[config.mk]
export PLATFORM = sky130hd
export DESIGN_NAME = duck_sprite_fetch
export DESIGN_NICKNAME = d
export VERILOG_FILES = /design/src/rtl/duck_sprite_fetch.sv
export SDC_FILE = /design/constraint.sdc
export NUM_CORES = 1
export LEC_CHECK = 0
export BUFFER_PORTS_ARGS = -buffer_cell sky130_fd_sc_hd__clkbuf_2
export CAP_MARGIN = 0
export CORE_MARGIN = 5
export CORE_UTILIZATION = 35
export DETAILED_ROUTE_END_ITERATION = 16
export HOLD_SLACK_MARGIN = 0.06
export PLACE_DENSITY = 0.66
export SETUP_SLACK_MARGIN = 0.15
export SLEW_MARGIN = 20
export SYNTH_ARGS = -nofsm -noshare
export SYNTH_HDL_FRONTEND = slang
export SYNTH_SLANG_ARGS = --single-unit
[constraint.sdc]
create_clock -name Clk -period 6.15 [get_ports Clk]
set_input_delay 0.3075 -clock Clk [delete_from_list [all_inputs] [get_ports Clk]]
set_output_delay 0.3075 -clock Clk [all_outputs]
set_load 0.01 [all_outputs]
[src/rtl/duck_sprite_fetch.sv]
// Duck sprite pixel fetch: hit test, sprite ROM addressing and a 3-clock pipeline to the palette index.
// Optional macro DUCK_SPRITE_FLIP_EN adds a flip_h input for horizontal mirroring.
module duck_sprite_fetch #(
    parameter int          SPR_W           = 32,
    parameter int          SPR_H           = 32,
    parameter int          FRAMES          = 4,
    parameter int          ANIM_DIV        = 8,
    parameter logic [3:0]  TRANSPARENT_IDX = 4'd0,
    parameter int          ADDR_W          = $clog2(FRAMES * SPR_W * SPR_H),
    parameter int          ANIM_W          = $clog2(FRAMES)
) (
    input  logic              Clk,
    input  logic              Reset_n,
    input  logic              frame_start,
    input  logic [9:0]        duck_x,
    input  logic [9:0]        duck_y,
`ifdef DUCK_SPRITE_FLIP_EN
    input  logic              flip_h,
`endif
    input  logic [9:0]        DrawX,
    input  logic [9:0]        DrawY,
    input  logic              blank,
    output logic [ADDR_W-1:0] rom_addr,
    input  logic [3:0]        rom_data,
    output logic [3:0]        index,
    output logic              pixel_valid,
    output logic [ANIM_W-1:0] anim_frame
);

    logic [9:0]        x_l_q, x_l_d;
    logic [9:0]        y_l_q, y_l_d;
    logic              flip_q, flip_d;
    logic [7:0]        div_cnt_q, div_cnt_d;
    logic [ANIM_W-1:0] anim_frame_q, anim_frame_d;
    logic [ADDR_W-1:0] rom_addr_q, rom_addr_d;
    logic              hit1_q, hit1_d;
    logic              hit2_q, hit2_d;
    logic [3:0]        index_q, index_d;
    logic              pixel_valid_q, pixel_valid_d;

    logic              hit;
    logic [10:0]       x_end, y_end;
    logic [9:0]        dx, dy, dx_eff;

    // Position, flip and animation state only move on frame_start, so a frame never tears.
    // NOTE: every always_comb output gets a default first so no latch can be inferred.
    always_comb begin
        x_l_d        = x_l_q;
        y_l_d        = y_l_q;
        flip_d       = flip_q;
        div_cnt_d    = div_cnt_q;
        anim_frame_d = anim_frame_q;
        if (frame_start) begin
            x_l_d = duck_x;
            y_l_d = duck_y;
`ifdef DUCK_SPRITE_FLIP_EN
            flip_d = flip_h;
`endif
            if (div_cnt_q == 8'(ANIM_DIV - 1)) begin
                div_cnt_d    = '0;
                anim_frame_d = (anim_frame_q == ANIM_W'(FRAMES - 1)) ? '0 : anim_frame_q + 1'b1;
            end else begin
                div_cnt_d = div_cnt_q + 8'd1;
            end
        end
    end

    // Right/bottom bounds carried at 11 bits so a sprite hugging the screen edge does not wrap.
    always_comb begin
        x_end  = {1'b0, x_l_q} + 11'(SPR_W);
        y_end  = {1'b0, y_l_q} + 11'(SPR_H);
        hit    = blank
               & (DrawX >= x_l_q) & ({1'b0, DrawX} < x_end)
               & (DrawY >= y_l_q) & ({1'b0, DrawY} < y_end);
        dx     = DrawX - x_l_q;
        dy     = DrawY - y_l_q;
        dx_eff = flip_q ? (10'(SPR_W - 1) - dx) : dx;
    end

    // Address only advances on a hit; misses keep the ROM parked on its last address.
    always_comb begin
        rom_addr_d = rom_addr_q;
        if (hit) begin
            rom_addr_d = ADDR_W'(anim_frame_q) * ADDR_W'(SPR_W * SPR_H)
                       + ADDR_W'(dy) * ADDR_W'(SPR_W)
                       + ADDR_W'(dx_eff);
        end
        hit1_d        = hit;
        hit2_d        = hit1_q;
        index_d       = hit2_q ? rom_data : TRANSPARENT_IDX;
        pixel_valid_d = hit2_q & (rom_data != TRANSPARENT_IDX);
    end

    // NOTE: sequential state uses non-blocking assignments so every flop samples pre-edge values.
    always_ff @(posedge Clk or negedge Reset_n) begin
        if (!Reset_n) begin
            x_l_q         <= '0;
            y_l_q         <= '0;
            flip_q        <= 1'b0;
            div_cnt_q     <= '0;
            anim_frame_q  <= '0;
            rom_addr_q    <= '0;
            hit1_q        <= 1'b0;
            hit2_q        <= 1'b0;
            index_q       <= '0;
            pixel_valid_q <= 1'b0;
        end else begin
            x_l_q         <= x_l_d;
            y_l_q         <= y_l_d;
            flip_q        <= flip_d;
            div_cnt_q     <= div_cnt_d;
            anim_frame_q  <= anim_frame_d;
            rom_addr_q    <= rom_addr_d;
            hit1_q        <= hit1_d;
            hit2_q        <= hit2_d;
            index_q       <= index_d;
            pixel_valid_q <= pixel_valid_d;
        end
    end

    assign rom_addr    = rom_addr_q;
    assign index       = index_q;
    assign pixel_valid = pixel_valid_q;
    assign anim_frame  = anim_frame_q;

endmodule

==> results_dict.tcl, run 1 <==
set metrics [dict create \
    synthesis.nets 416 \
    rsz0062_at_grt "no" \
    cts_num_sinks 49 \
    ys.flop_type "dfrtp_1" \
    synth_top_family_by_area "adder cells" \
    cts_tree "yes" \
    worst_pin_slew_ps 778 \
    synth_top_cell_by_area "dfrtp_1" \
    yosysSeqAreaShare 0.375 \
    wl_met3_um 251 \
    postRouteAntennaNets 0 \
    final_util 0.415 \
    startpoint_type "flip-flop" \
    postCtsSetupBuffers 0 \
    rr_startpoint "x_l_q[0]$_DFFE_PN0P_" \
    overflow 0 \
    r2r_slack_ps 2790 \
    ys_top_cells_by_area "dfrtp_1 (38%), ha_1 (15%), xnor2_1 (5.9%)" \
    layout-drive-gt1-share 0.244 \
    cts_buffers 5 \
    min_path_type "input port to asynchronous set/reset pin" \
    dpl_cell_area_um2 3700 \
    fin_skew_ps 8.20 \
    synth-simple-area-share 0.116 \
    startpoint "x_l_q[0]$_DFFE_PN0P_" \
    async_flop_share 1.00 \
    maxCapViolCount 0 \
    clk_pin_slew_ps 100 \
    drv_slew 0 \
    grt_pass1_wl_um 11700 \
    vias 2521 \
    required_ps 6340 \
    synth_area_um2 3270 \
    setup_viol 0 \
    dp_slack_ps 2760 \
    fin_nets 484 \
    clk_path_buf_depth 2 \
    grt_start_max_net_pins 50 \
    min_period_ps 3360 \
    yosysTopAreaCellShare 0.375 \
    synth_cell_types 48 \
    cts_root_buffer "clkbuf_8" \
    synth_edf_count 0 \
    synth-compound-area-share 0.141 \
    critPathKind "flip-flop to flip-flop" \
    crit_fanout 3 \
    fin_tns_setup_ps 0 \
    path_delay_family "adder cells" \
    crit_path_top_delay_cell "fa_1" \
    maxSlewHeadroom 0.481 \
    synth_xor_area_frac 0.0751 \
    powerDensity_nw_per_um2 289 \
    wl_per_cell_um 13.5 \
    worst_setup_path_end_kind "flip-flop" \
    io_buffers 66 \
    num_io_pins 67 \
    ir_drop_uv 93.3 \
    synth_most_common_cell "dfrtp_1" \
    antenna_cells 0 \
    routed_wl_um 6820 \
    hold_viol 0 \
    drc_errors 0 \
    wl_met2_um 3400 \
    crit_buf_inv 0 \
    die_w_um 107 \
    via_per_inst 4.99 \
    slowest_delay_ps 460 \
    ctsResizeCount 0 \
    finalInstanceArea_um2 3800 \
    rr_worst_depth 15 \
    fp.dieH_um 107 \
    htreeDepth 2 \
    nFillCells 920 \
    grt_pass1_vias 2613 \
    post-route-period-util 0.546 \
    syn_avg_cell_area_um2 10.0 \
    synth_common_cells "dfrtp_1 (49), ha_1 (40), inv_1 (32), nand2_1 (28), o21ai_0 (23)" \
    worstReg2RegEnd "rom_addr[11]$_DFFE_PN0P_" \
    yosysWarnings 0 \
    core_um2 9150 \
    drt_iter0_drc 60 \
    clkLatencyLatePin_ps 310 \
    status "complete, no violations" \
    hpwl_um 5650 \
    postSynthCellCount 325 \
    gp_congestion 0.824 \
    arrival_ps 3550 \
    dr.max_layer_used "met4" \
    rows 35 \
    area_delta_synth_final_pct 16.3 \
    setup_ws_ps 2790 \
    fmax_mhz 298 \
    first_pass_iters 4 \
    initial_core_util 0.357 \
    die_area_um2 11400 \
    synth_fa_ha_area_frac 0.172 \
    synth_seq_cells 49 \
    crit_chain "ha_1 -> fa_1 -> nor2b_1 -> o21ai_1 -> nand2b_1 -> a21o_1 -> a21oi_1 -> xnor2_1 -> fa_1 -> a21oi_1 -> o211ai_1 -> a21oi_1 -> xnor2_1 -> xnor2_1 -> mux2_2" \
    antenna_found_initial 0 \
    leakagePower_nw 1.91 \
    met1Wirelength_um 3080 \
    synth_mux_area_frac 0.0682 \
    track_usage 0.125 \
    cts_hold_buf 0 \
]
-- logic make-up (layout without fill, tap and decap cells) --
logic type | count (synthesis) | in the layout
simple gates | 76 | 76
xor+xnor | 28 | 28
mux | 17 | 17
flops | 49 | 49
fa+ha+maj | 43 | 43
compound gates | 71 | 71
buf+inv | 41 | 110
-- power breakdown --
part | internal (mW) | switching, mW
Sequential | 0.397 | 0.0546
Combinational | 0.225 | 0.223
Clock | 0.0829 | 0.116
Total | 0.704 | 0.394
-- state kept, by name, summed over array words and instances (netlist names) --
| signal | cells |
|---|---|
| pixel_valid | 1 |
| hit1_q | 1 |
| y_l_q | 10 |
| hit2_q | 1 |
| x_l_q | 10 |
| rom_addr | 12 |
| index | 4 |
| anim_frame | 2 |
| div_cnt_q | 8 |
-- stage by stage --
step | power, mW | cells | hold WS, ps
after global placement | 0.897 | 497 | 336
after detailed placement | 0.913 | 497 | 338
after CTS | 1.12 | 505 | 114
final | 1.10 | 505 | 79.7
after floorplan | 0.773 | 325 | 11.9
after global routing | 1.20 | 505 | 135
-- placed cells by master, fill, tap and decap left out, types with 3 or more instances in the layout --
| master | n |
|---|---|
| xor2_1 | 6 |
| nor2b_1 | 3 |
| clkbuf_8 | 5 |
| clkbuf_2 | 66 |
| dfrtp_1 | 49 |
| nand2_1 | 28 |
| nand4_1 | 4 |
| fa_1 | 3 |
| a21oi_1 | 15 |
| nand3_1 | 10 |
| a21o_1 | 5 |
| inv_1 | 32 |
| o21a_1 | 7 |
| o21ai_0 | 23 |
| ha_1 | 40 |
| o2111ai_1 | 3 |
| mux2_2 | 6 |
| and2_1 | 4 |
| mux2_4 | 9 |
| xnor2_1 | 22 |
| nor2_1 | 14 |
| nor3_1 | 5 |
-- cell type report --
type / count / area, um^2 / area share
inverters: 35 / 135 / 0.0356
multi-input cells: 235 / 1870 / 0.491
clock buffers: 5 / 68.8 / 0.0181
flip-flops and latches: 49 / 1230 / 0.323
repair buffers: 67 / 338 / 0.0889
well taps: 111 / 139 / 0.0366
clock inverters: 3 / 26.3 / 0.00692
-- metal layers --
layer	up-vias	GRT usage
met2	47	0.210
met5	-	0
li1	1271	-
met3	8	0.0313
met1	1195	0.158
met4	0	0.0393
-- worst max-delay path by stage --
stage	end	slack [ps]	cells after the start
global route	rom_addr[11]$_DFFE_PN0P_	2490	15
detailed placement	rom_addr[11]$_DFFE_PN0P_	2760	17
finish	rom_addr[11]$_DFFE_PN0P_	2790	15
global placement	rom_addr[11]$_DFFE_PN0P_	2850	17
floorplan	rom_addr[11]$_DFFE_PN0P_	3060	15
CTS	rom_addr[11]$_DFFE_PN0P_	2790	15
No activity file was read; power rests on OpenSTA's default activity.
==> run 2, diff against run 1 <==
--- a/config.mk
+++ b/config.mk
@@ -5,6 +5,7 @@
 export SDC_FILE = /design/constraint.sdc
 export NUM_CORES = 1
 export LEC_CHECK = 0
+export ABC_AREA = 1
 export BUFFER_PORTS_ARGS = -buffer_cell sky130_fd_sc_hd__clkbuf_2
 export CAP_MARGIN = 0
 export CORE_MARGIN = 5
==> constraint.sdc (replaced) <==
create_clock -name Clk -period 3.3 [get_ports Clk]
set_input_delay 0.165 -clock Clk [delete_from_list [all_inputs] [get_ports Clk]]
set_output_delay 0.165 -clock Clk [all_outputs]
set_load 0.01 [all_outputs]
==> run 2 against run 1 <==
The run now ends with negative hold slack left. Sequential power up 83%. Hold slack worse by 95 ps. Die area up 7.4%. Critical path type unchanged. Critical endpoint is now rom_addr[8]$_DFFE_PN0P_. Largest power group is now combinational logic.
==> results_dict.tcl, run 2 <==
set metrics [dict create \
    nFillCells 1028 \
    async_flop_share 1.00 \
    min_path_type "input port to asynchronous set/reset pin" \
    fmax_mhz 357 \
    slowest_delay_ps 380 \
    crit_chain "inv_1 -> ha_1 -> a21oi_2 -> nand2_1 -> a21oi_1 -> nor2_1 -> nor2_1 -> xor2_1 -> inv_1 -> ha_1 -> nand2_1 -> nand2_1 -> a31oi_1 -> xor2_1 -> nand3_1 -> nand2_1" \
    track_usage 0.134 \
    synth_top_cell_by_area "dfrtp_1" \
    clk_path_buf_depth 2 \
    wl_per_cell_um 11.5 \
    fin_skew_ps 6.93 \
    area_delta_synth_final_pct 21.6 \
    syn_avg_cell_area_um2 7.75 \
    hold_slack_ps -15.6 \
    power.total_mw 2.18 \
    rr_worst_depth 16 \
    required_ps 3560 \
    clkPwrFrac 0.203 \
    seq_area_um2 1230 \
    synthesis.nets 547 \
    powerDensity_nw_per_um2 506 \
    rsz0062_at_grt "no" \
    path_common_cell "nand2_1" \
    postRouteAntennaNets 0 \
    fp.dieH_um 110 \
    synth_edf_count 0 \
    p_int_mw 1.34 \
    cts_buffers 5 \
    finalInstanceArea_um2 4300 \
    critPathKind "flip-flop to flip-flop" \
    clk_pin_slew_ps 90 \
    min_period_ps 2800 \
    share_comb_of_total_power 0.417 \
    multi_input_area_um2 1970 \
    postSynthCellCount 456 \
    hold_viol 38 \
    overflow 0 \
    worst_setup_path_end_kind "flip-flop" \
    swShare 0.383 \
    path_delay_family "adder cells" \
    clkLatencyLatePin_ps 320 \
    setup_viol 0 \
    dp_slack_ps 528 \
    antenna_cells 0 \
    cts_tree "yes" \
    leakagePower_nw 2.42 \
    setup_ws_ps 497 \
    vias 3028 \
    r2r_slack_ps 500 \
    rr_startpoint "x_l_q[2]$_DFFE_PN0P_" \
    maxCapViolCount 0 \
    first_pass_iters 4 \
    worst_pin_slew_ps 923 \
    grt_pass1_wl_um 13900 \
    antenna_found_initial 0 \
    htreeDepth 2 \
    gp_congestion 0.839 \
    crit_fanout 6 \
    grt_start_max_net_pins 44 \
    synth_seq_cells 49 \
    die_area_um2 12200 \
    via_per_inst 4.48 \
    worstReg2RegEnd "rom_addr[8]$_DFFE_PN0P_" \
    routed_wl_um 7780 \
    ctsResizeCount 0 \
    maxSlewHeadroom 0.385 \
    io_buffers 66 \
    rows 36 \
    arrival_ps 3060 \
    layout-drive-gt1-share 0.177 \
    p_sw_mw 0.834 \
    failed_checks "negative hold slack" \
    synth_common_cells "nand2_1 (125), inv_1 (71), dfrtp_1 (49), ha_1 (40), nand3_1 (31)" \
    status "finished, violations left" \
    synth_area_um2 3530 \
    drv_slew 0 \
    cts_num_sinks 49 \
    ir_drop_uv 189 \
    pwr-share-seq 0.380 \
    yosysTopAreaCellShare 0.347 \
    crit_buf_inv 2 \
    fin_nets 633 \
    ys.flop_type "dfrtp_1" \
    post-route-period-util 0.849 \
    synth_most_common_cell "nand2_1" \
    core_um2 9820 \
    synth_cell_types 33 \
    grt_pass1_vias 3185 \
    fin_tns_setup_ps 0 \
    yosysSeqAreaShare 0.347 \
    cts_root_buffer "clkbuf_8" \
    hpwl_um 6310 \
    layout_common_cells "nand2_1 (125), inv_1 (71), clkbuf_2 (65)" \
    die_w_um 110 \
    crit_path_top_delay_cell "ha_1" \
    drt_iter0_drc 97 \
    startpoint_type "flip-flop" \
    ys_top_cells_by_area "dfrtp_1 (35%), ha_1 (14%), nand2_1 (13%)" \
    yosysWarnings 0 \
    initial_core_util 0.360 \
    num_io_pins 67 \
    dpl_cell_area_um2 4000 \
    drc_errors 0 \
    final_common_cell "nand2_1" \
    largest_reg_flops 12 \
]
==> run 2: layout make-up <==
cell class | count | share of cell area
clock buffer | 6 | 0.0169
clock inverter | 2 | 0.00903
inverter | 76 | 0.0664
multi-input combinational | 323 | 0.459
sequential | 49 | 0.285
tap | 133 | 0.0387
timing repair buffer | 87 | 0.125
==> run 2: power by group through the flow <==
stage               combinational, mW  clock [mW]  sequential (mW)
floorplan                       0.610           0            0.860
global placement                0.873           0            0.834
detailed placement              0.898           0            0.841
CTS                             0.920       0.458            0.828
global route                     1.05       0.483            0.848
finish                          0.908       0.441            0.827
==> run 2: worst max-delay path by stage <==
stage / start / to / slack [ps] / cells past startpoint
floorplan: x_l_q[2]$_DFFE_PN0P_ / rom_addr[8]$_DFFE_PN0P_ / 830 / 16
global placement: x_l_q[2]$_DFFE_PN0P_ / rom_addr[8]$_DFFE_PN0P_ / 670 / 16
detailed placement: x_l_q[2]$_DFFE_PN0P_ / rom_addr[8]$_DFFE_PN0P_ / 530 / 16
CTS: x_l_q[2]$_DFFE_PN0P_ / rom_addr[8]$_DFFE_PN0P_ / 500 / 16
global route: x_l_q[2]$_DFFE_PN0P_ / rom_addr[8]$_DFFE_PN0P_ / 210 / 16
finish: x_l_q[2]$_DFFE_PN0P_ / rom_addr[8]$_DFFE_PN0P_ / 500 / 16
==> run 2: kinds of logic (layout without fill, tap and decap cells) <==
| family | after synthesis | in the layout | synth area share |
|---|---|---|---|
| XOR/XNOR | 27 | 27 | 0.0669 |
| flip-flops | 49 | 49 | 0.347 |
| buffers and inverters | 84 | 171 | 0.0949 |
| adder cells (fa/ha/maj) | 43 | 43 | 0.159 |
| AND/OR/NAND/NOR | 204 | 204 | 0.253 |
| AO/OA/AOI/OAI | 49 | 49 | 0.0797 |
==> run 2: per-layer routing <==
metal,track usage,vias up,wire [um]
met3,0.0312,8,328
met2,0.226,55,3600
met4,0.0369,0,96
met5,0,-,0
li1,-,1613,-
met1,0.171,1352,3750
==> run 2: repair_timing <==
action                                 CTS  global route
hold buffers                            19             0
setup buffers                            0             0
endpoints found under the hold margin   19             0
==> run 2: per-stage QoR <==
stage,util,instances
final,0.438,676
after global routing,0.438,676
after CTS,0.438,676
after detailed placement,0.407,649
after global placement,0.407,649
after floorplan,-,456
==> run 3, diff against run 2 <==
--- a/config.mk
+++ b/config.mk
@@ -12,7 +12,7 @@
 export CORE_UTILIZATION = 35
 export DETAILED_ROUTE_END_ITERATION = 16
 export HOLD_SLACK_MARGIN = 0.06
-export PLACE_DENSITY = 0.66
+export PLACE_DENSITY = 0.68
 export SETUP_SLACK_MARGIN = 0.15
 export SLEW_MARGIN = 20
 export SYNTH_ARGS = -nofsm -noshare
==> constraint.sdc (replaced) <==
create_clock -name Clk -period 2.47 [get_ports Clk]
set_input_delay 0.1235 -clock Clk [delete_from_list [all_inputs] [get_ports Clk]]
set_output_delay 0.1235 -clock Clk [all_outputs]
set_load 0.01 [all_outputs]
==> run 3 against run 2 <==
The flow now finishes without violations. Sequential power rose by 34%. Final area grew 13%. Die area did not move. Register-to-register slack lost 470 ps. Clock power rose by 16%. Utilization rose by 5.8 points. Largest power group unchanged. Final cell count is 5.3% higher. Setup slack lost 470 ps. Global-route usage is 1.2 points higher. Critical endpoint is now rom_addr[11]$_DFFE_PN0P_. Largest cell class unchanged.
==> results_dict.tcl, run 3 (synthesized netlist as in run 2, its figures left out) <==
set metrics [dict create \
    status "complete, no violations" \
    worst_setup_path_end_kind "flip-flop" \
    rr_startpoint "y_l_q[0]$_DFFE_PN0P_" \
    antenna_cells 0 \
    grt_start_max_net_pins 43 \
    crit_path_top_delay_cell "dfrtp_1" \
    area_delta_synth_final_pct 37.7 \
    slowest_delay_ps 420 \
    use_met1 0.184 \
    largest_reg_flops 12 \
    nFillCells 1003 \
    setup_viol 0 \
    cts_tree "yes" \
    drt_iter0_drc 94 \
    drv_slew 0 \
    fmax_mhz 410 \
    grt_pass1_wl_um 15100 \
    crit_fanout 4 \
    fin_nets 669 \
    clkLatencyLatePin_ps 310 \
    path_delay_family "adder cells" \
    track_usage 0.145 \
    gp_congestion 0.898 \
    maxSlewHeadroom 0.555 \
    startpoint "y_l_q[0]$_DFFE_PN0P_" \
    crit_buf_inv 3 \
    hold_viol 0 \
    powerDensity_nw_per_um2 661 \
    die_w_um 110 \
    first_pass_iters 4 \
    grt-busiest-layer "met2" \
    vias 3308 \
    post-route-period-util 0.988 \
    leakagePower_nw 2.60 \
    cts_num_sinks 49 \
    drc_errors 0 \
    wl_per_cell_um 12.6 \
    critPathKind "flip-flop to flip-flop" \
    num_io_pins 67 \
    required_ps 2690 \
    die_area_um2 12200 \
    ir_drop_uv 311 \
    htreeDepth 2 \
    cts_buffers 5 \
    clk_path_buf_depth 2 \
    grt_pass1_vias 3312 \
    rows 36 \
    min_period_ps 2440 \
    startpoint_type "flip-flop" \
    worst_pin_slew_ps 667 \
    via_per_inst 4.65 \
    dp_slack_ps -40.0 \
    arrival_ps 2650 \
    path_common_cell "nand2_1" \
    fin_skew_ps 6.88 \
    crit_chain "ha_2 -> fa_2 -> inv_1 -> a31oi_1 -> xor2_1 -> ha_1 -> nand2_1 -> inv_1 -> nand4_1 -> nand3_2 -> inv_1 -> nand2_1 -> nand2_1 -> nand3_1 -> nand2_1" \
    min_path_type "input port to flip-flop" \
    core_um2 9820 \
    rsz0062_at_grt "yes" \
    postRouteAntennaNets 0 \
    grt_use_met2 0.249 \
    hpwl_um 6810 \
    hp-start "frame_start" \
    final_common_cell "nand2_1" \
    overflow 0 \
    cts_root_buffer "clkbuf_8" \
    fp.dieH_um 110 \
    antenna_found_initial 0 \
    layout-drive-gt1-share 0.307 \
    io_buffers 66 \
    initial_core_util 0.360 \
    routed_wl_um 8960 \
    layout_common_cells "nand2_1 (114), clkbuf_2 (66), inv_1 (62)" \
    clk_pin_slew_ps 100 \
    final_util 0.496 \
    setup_ws_ps 30.3 \
    maxCapViolCount 0 \
    grt_use_met3 0.0301 \
]
[run 3: stage by stage]
step / hold WS [ps] / power, mW / setup TNS [ps] / area (um^2) / std cells
after floorplan: -172 / 1.99 / 0 / 3580 / 456
after global placement: 196 / 2.35 / 0 / 4130 / 659
after detailed placement: 201 / 2.39 / -98.9 / 4130 / 659
after CTS: 151 / 3.04 / 0 / 4630 / 702
after global routing: 212 / 3.48 / -405 / 4870 / 712
final: 174 / 3.21 / 0 / 4870 / 712
[run 3: area by class of cell]
| type | count | area, um^2 | share of cell area |
|---|---|---|---|
| multi-input combinational | 324 | 2250 | 0.463 |
| clock buffer | 5 | 68.8 | 0.0141 |
| tap | 133 | 166 | 0.0342 |
| clock inverter | 3 | 25.0 | 0.00514 |
| sequential | 49 | 1230 | 0.252 |
| timing repair buffer | 122 | 842 | 0.173 |
| inverter | 76 | 285 | 0.0586 |
[run 3: final timing paths]
kind,end,slack [ps],cells after the start
max in group asynchronous,div_cnt_q[3]$_DFFE_PN0P_,1530,3
min in group asynchronous,index[0]$_DFF_PN0_,370,2
worst min-delay path,div_cnt_q[2]$_DFFE_PN0P_,170,4
worst max register to register,rom_addr[11]$_DFFE_PN0P_,30,15
worst min register to register,hit2_q$_DFF_PN0_,390,0
worst max-delay path,rom_addr[11]$_DFFE_PN0P_,30,15
[run 3: what timing repair did]
action	4_1_cts	5_1_grt
endpoints found under the setup margin	12	13
cloned	0	1
pin swaps	17	30
gates resized for setup	16	40
setup buffers	10	9
endpoints found under the hold margin	49	0
hold buffers	25	0
[run 3: worst reg2reg max path, stage by stage, from the launching register on]
cell and delay, ps:
dfrtp_1 420, ha_2 200, fa_2 340, inv_1 90, a31oi_1 100, xor2_1 160
ha_1 360, nand2_1 70, inv_1 100, nand4_1 160, nand3_2 110, inv_1 40
nand2_1 50, nand2_1 50, nand3_1 60, nand2_1 50
[run 3: power breakdown]
group          leakage [nW]  switching (mW)  internal (mW)
clock network        0.0447           0.308          0.205
logic                  1.95           0.864          0.731
registers             0.611           0.122          0.983
[run 3: layer usage]
layer,wire (um),share of wire
met1,4010,0.45
met2,4410,0.49
met3,395,0.044
met4,144,0.016
met5,0,0
